==> src/rtl/gcd_ctrl.sv <==
// Euclid GCD sequencer: issues divide jobs to the shift-subtract divider and
// folds each remainder back into the operand pair until the divisor is zero.
module gcd_ctrl (
  input  logic       clk_in,
  input  logic       rst_n,
  input  logic       start,
  input  logic [7:0] A,
  input  logic [7:0] B,
  output logic [7:0] DIVD_out,
  output logic [7:0] DIVN_out,
  output logic       load,
  input  logic [7:0] R,
  input  logic       Div_complete,
  output logic [7:0] gcd,
  output logic       done,
  output logic       busy,
  output logic       zero_err,
  output logic [3:0] iter
);

  localparam int unsigned WIDTH  = 8;
  localparam int unsigned ITER_W = 4;

  typedef enum logic [2:0] {
    S_IDLE  = 3'd0,
    S_CHECK = 3'd1,
    S_LOAD  = 3'd2,
    S_WAIT  = 3'd3,
    S_DONE  = 3'd4
  } state_t;

  state_t              r_state;
  logic [WIDTH-1:0]    r_x;
  logic [WIDTH-1:0]    r_y;
  logic [WIDTH-1:0]    r_gcd;
  logic [ITER_W-1:0]   r_iter;
  logic                r_zero_err;
  logic                r_load;
  logic                r_done;
  logic                r_busy;
  logic [ITER_W-1:0]   w_iter_inc;
  logic                w_y_zero;

  assign w_y_zero   = (r_y == WIDTH'(0));
  assign w_iter_inc = (r_iter == {ITER_W{1'b1}}) ? r_iter : r_iter + ITER_W'(1);

  // Controller state, operand pair and all registered outputs.
  always_ff @(posedge clk_in or negedge rst_n) begin
    if (!rst_n) begin
      r_state    <= S_IDLE;
      r_x        <= '0;
      r_y        <= '0;
      r_gcd      <= '0;
      r_iter     <= '0;
      r_zero_err <= 1'b0;
      r_load     <= 1'b0;
      r_done     <= 1'b0;
      r_busy     <= 1'b0;
    end else begin
      r_load <= 1'b0;
      r_done <= 1'b0;
      case (r_state)
        S_IDLE: begin
          if (start) begin
            r_x        <= A;
            r_y        <= B;
            r_iter     <= '0;
            r_zero_err <= 1'b0;
            r_busy     <= 1'b1;
            r_state    <= S_CHECK;
          end
        end
        S_CHECK: begin
          // A zero divisor ends the job; the divider is never loaded with one.
          if (w_y_zero) begin
            r_gcd      <= r_x;
            r_zero_err <= (r_x == WIDTH'(0));
            r_done     <= 1'b1;
            r_state    <= S_DONE;
          end else begin
            r_load  <= 1'b1;
            r_state <= S_LOAD;
          end
        end
        S_LOAD: begin
          r_state <= S_WAIT;
        end
        S_WAIT: begin
          if (Div_complete) begin
            r_x     <= r_y;
            r_y     <= R;
            r_iter  <= w_iter_inc;
            r_state <= S_CHECK;
          end
        end
        S_DONE: begin
          r_busy  <= 1'b0;
          r_state <= S_IDLE;
        end
        default: begin
          r_busy  <= 1'b0;
          r_state <= S_IDLE;
        end
      endcase
    end
  end

  assign DIVD_out = r_x;
  assign DIVN_out = r_y;
  assign load     = r_load;
  assign gcd      = r_gcd;
  assign done     = r_done;
  assign busy     = r_busy;
  assign zero_err = r_zero_err;
  assign iter     = r_iter;

endmodule

==> config.mk <==
export PLATFORM = sky130hd
export DESIGN_NAME = gcd_ctrl
export DESIGN_NICKNAME = d
export VERILOG_FILES = /design/src/rtl/gcd_ctrl.sv
export SDC_FILE = /design/constraint.sdc
export NUM_CORES = 1
export LEC_CHECK = 0
export CELL_PAD_IN_SITES_DETAIL_PLACEMENT = 1
export CELL_PAD_IN_SITES_GLOBAL_PLACEMENT = 1
export CORE_MARGIN = 1.5
export CORE_UTILIZATION = 33
export CTS_CLUSTER_DIAMETER = 100
export CTS_CLUSTER_SIZE = 12
export DETAILED_ROUTE_END_ITERATION = 8
export PLACE_DENSITY_LB_ADDON = 0.1
export SKIP_LAST_GASP = 1
export SLEW_MARGIN = 20
export SYNTH_ARGS = -nofsm -noshare
export SYNTH_HDL_FRONTEND = slang
export SYNTH_SLANG_ARGS = --single-unit
==> constraint.sdc <==
create_clock -name clk_in -period 2.1 [get_ports clk_in]
set_clock_uncertainty 0.1 [all_clocks]
set_input_delay 0.42 -clock clk_in [delete_from_list [all_inputs] [get_ports clk_in]]
set_output_delay 0.42 -clock clk_in [all_outputs]
set_load 0.05 [all_outputs]
==> results.json <==
{
  "outcome": "finished clean",
  "gr-usage-all-layers_pct": 16.8,
  "multi_input_area_um2": 717,
  "grt_pass1_wl_um": 6880,
  "num_rows": 25,
  "cts-htree-levels": 2,
  "fillers": 556,
  "antenna_found_initial": 0,
  "setup_viol": 0,
  "core_mm2": 0.00482,
  "cp.required_ns": 1.58,
  "layout_setup_ws_ns": 0.0566,
  "pwr-share-comb_pct": 55.0,
  "syn_inst": 159,
  "report.power.total_uw": 3630,
  "worstSkewPairLatency_ns": 0.29,
  "grtUsageMet1_pct": 20.6,
  "drt_pass1_iterations": 2,
  "maxSlewViolCount": 0,
  "ios": 60,
  "synth_nets": 188,
  "die_area_mm2": 0.00554,
  "vias": 1399,
  "cp-end-kind": "primary output",
  "grt_pass1_vias": 1474,
  "cts_buffers": 5,
  "clock-sinks": 35,
  "syn_to_final_growth_pct": 43.1,
  "post-cts-setup-buffer-count": 0,
  "ir_drop_mv": 0.870,
  "min_path_type": "in2async",
  "cp_cell_sequence": "clkdlybuf4s50_1",
  "hpwl_um": 3130,
  "antenna_cells": 0,
  "cts_root_buf": "clkbuf_8",
  "start_util_pct": 35.0,
  "pwr-share-seq_pct": 31.4,
  "worst_pin_slew_ns": 0.786,
  "avgViaCountPerCell": 4.84,
  "clkPwrFrac_pct": 13.6,
  "period_needed_ns": 2.04,
  "avgSynthCellArea_um2": 10.6,
  "fp.dieW_um": 74.4,
  "cpLargestDelayFamily": "buffers and inverters",
  "cap_violations": 0,
  "p_sw_share_pct": 48.9,
  "slowest_delay_ns": 0.83,
  "grt_overflow": 0,
  "hold_violations": 0,
  "wl_per_cell_um": 14.4,
  "grtUsageMet2_pct": 28.1,
  "ys_ff_latch": 35,
  "cellInternalPower_uw": 1850,
  "syn-cell-area_mm2": 0.00168,
  "die_h_um": 74.4,
  "grt_max_degree": 36,
  "drt_iter0_markers": 51,
  "gp_congestion": 0.749,
  "maxSlewHeadroom_pct": 47.6,
  "clkTransAtPathRegs_ns": 0.07,
  "cpMaxStageDelayCell": "clkdlybuf4s50_1",
  "postRouteAntennaNets": 0,
  "top_usage_layer": "met2",
  "setup-tns-final_ns": 0,
  "power_density_mw_per_mm2": 1510,
  "worst-path-buf-inv": 1,
  "dp_slack_ns": -0.107,
  "seq_area_frac_synth_pct": 52.0,
  "post-route-period-util_pct": 97.3,
  "seq_area_um2": 876,
  "cts_tree": "yes",
  "yosys_warnings": 0,
  "p_leak_uw": 0.00110,
  "clockBufferDepth": 2,
  "routed_wl_um": 4160,
  "cp.arrival_ns": 1.52,
  "worst_setup_path_start_kind": "flip-flop",
  "cp_max_fo": 4,
  "ys_types": 28,
  "gr-usage-met3_pct": 4.74,
  "p_switching_uw": 1780,
  "drc_errors": 0,
  "path_class": "reg2out",
  "num-nets-final": 251,
  "rsz0062_at_grt": "false",
  "fmax_mhz": 489,
  "port_buffers": 59,
  "layout-drive-gt1-share_pct": 22.1
}
[area by class of cell]
cell class                 instances  share of cell area, %
tap                               67                   3.48
clock inverter                     1                  0.208
timing repair buffer              65                   26.2
multi-input combinational        111                   29.8
clock buffer                       6                   3.43
inverter                           4                  0.623
sequential                        35                   36.3
[registers in the layout (all words and copies together), names as in the netlist]
name      flops
DIVD_out      8
DIVN_out      8
gcd           8
iter          4
r_state       3
busy          1
done          1
load          1
zero_err      1
[cell families (layout without fill, tap and decap cells)]
logic type / Yosys count / count (layout) / share of synthesized area [%]
AND/OR/NAND/NOR: 70 / 70 / 18.1
adder cells (fa/ha/maj): 1 / 1 / 0.743
multiplexers: 9 / 9 / 7.80
flip-flops: 35 / 35 / 52.0
buffers and inverters: 13 / 76 / 5.42
AO/OA/AOI/OAI: 31 / 31 / 16.0
[layer usage]
| metal | part of all wire (%) | vias to the layer above |
|---|---|---|
| met3 | 4.9 | 8 |
| li1 | - | 677 |
| met1 | 45 | 670 |
| met2 | 48 | 44 |
| met5 | 0 | - |
| met4 | 1.9 | 0 |
[final timing paths]
| path | to | slack [ns] | cells after the start | start |
|---|---|---|---|---|
| max in group asynchronous | DIVN_out[7] | 1.29 | 1 | rst_n |
| worst max-delay path | DIVD_out[6] | 0.06 | 1 | DIVD_out[6] |
| worst min-delay path | r_state[1] | 0.11 | 1 | rst_n |
| worst min register to register | gcd[7] | 0.41 | 1 | gcd[7] |
| min in group clk_in | gcd[7] | 0.41 | 1 | gcd[7] |
| worst max register to register | gcd[5] | 0.24 | 4 | DIVN_out[0] |
[synthesized netlist by cell type (all sizes together)]
| cell | count | area share (%) |
|---|---|---|
| a2111oi | 1 | 0.89 |
| a21oi | 8 | 3.0 |
| a22o | 1 | 0.52 |
| a31oi | 16 | 9.7 |
| and3 | 2 | 0.74 |
| buf | 9 | 4.5 |
| dfrtp | 35 | 52 |
| ha | 1 | 0.74 |
| inv | 4 | 0.89 |
| mux2 | 9 | 7.8 |
| nand2 | 37 | 8.2 |
| nand3 | 3 | 0.89 |
| nand4 | 1 | 0.37 |
| nor2 | 19 | 4.7 |
| nor3 | 2 | 0.59 |
| nor4 | 4 | 1.5 |
| o21ai | 4 | 1.4 |
| o31ai | 1 | 0.45 |
| or2 | 1 | 0.37 |
| or3b | 1 | 0.67 |
[power groups by stage]
stage / combinational, uW / clock (uW) / sequential (uW)
finish: 2000 / 493 / 1140
global route: 2150 / 541 / 1190
CTS: 2020 / 514 / 1140
detailed placement: 2020 / 0 / 1150
global placement: 1970 / 0 / 1150
floorplan: 808 / 0 / 1750
[stage by stage]
step / hold slack (ns) / instance area [um^2] / utilization [%] / std cells
final: 0.109 / 2410 / 50.0 / 289
after global routing: 0.159 / 2410 / 50.0 / 289
after CTS: 0.131 / 2400 / 49.9 / 289
after detailed placement: 0.399 / 2310 / 48.1 / 282
after global placement: 0.391 / 2310 / 48.1 / 282
after floorplan: 0.0244 / 1680 / - / 159
[cell usage in the layout (no fill, tap or decap)]
master           Yosys  final
a31oi_1              6      6
o31ai_1              1      1
and3_1               2      2
a31oi_2             10     10
a22o_1               1      1
buf_2                4      1
or3b_4               1      1
nor2_2               3      3
mux2_2               1      1
o21ai_2              1      1
a21oi_4              1      1
buf_12               0      1
nand3_1              3      3
a2111oi_2            1      1
mux2_4               8      8
dlymetal6s2s_1       0      3
dfrtp_1             35     35
nand2_1             37     37
clkdlybuf4s50_1      0     47
clkbuf_8             0      6
o21ai_0              3      3
inv_1                4      4
buf_4                1     13
nand4_1              1      1
nor2_1              16     16
nor3_1               2      2
nor4_1               4      4
ha_1                 1      1
a21oi_1              7      7
or2_2                1      1
clkinv_2             0      1
[timing repair]
action / 4_1_cts / 5_1_grt
resized for setup: 0 / 3
endpoints found under the setup margin: 0 / 3
hold buffers: 0 / 0
No activity file was read; power rests on OpenSTA's default activity.
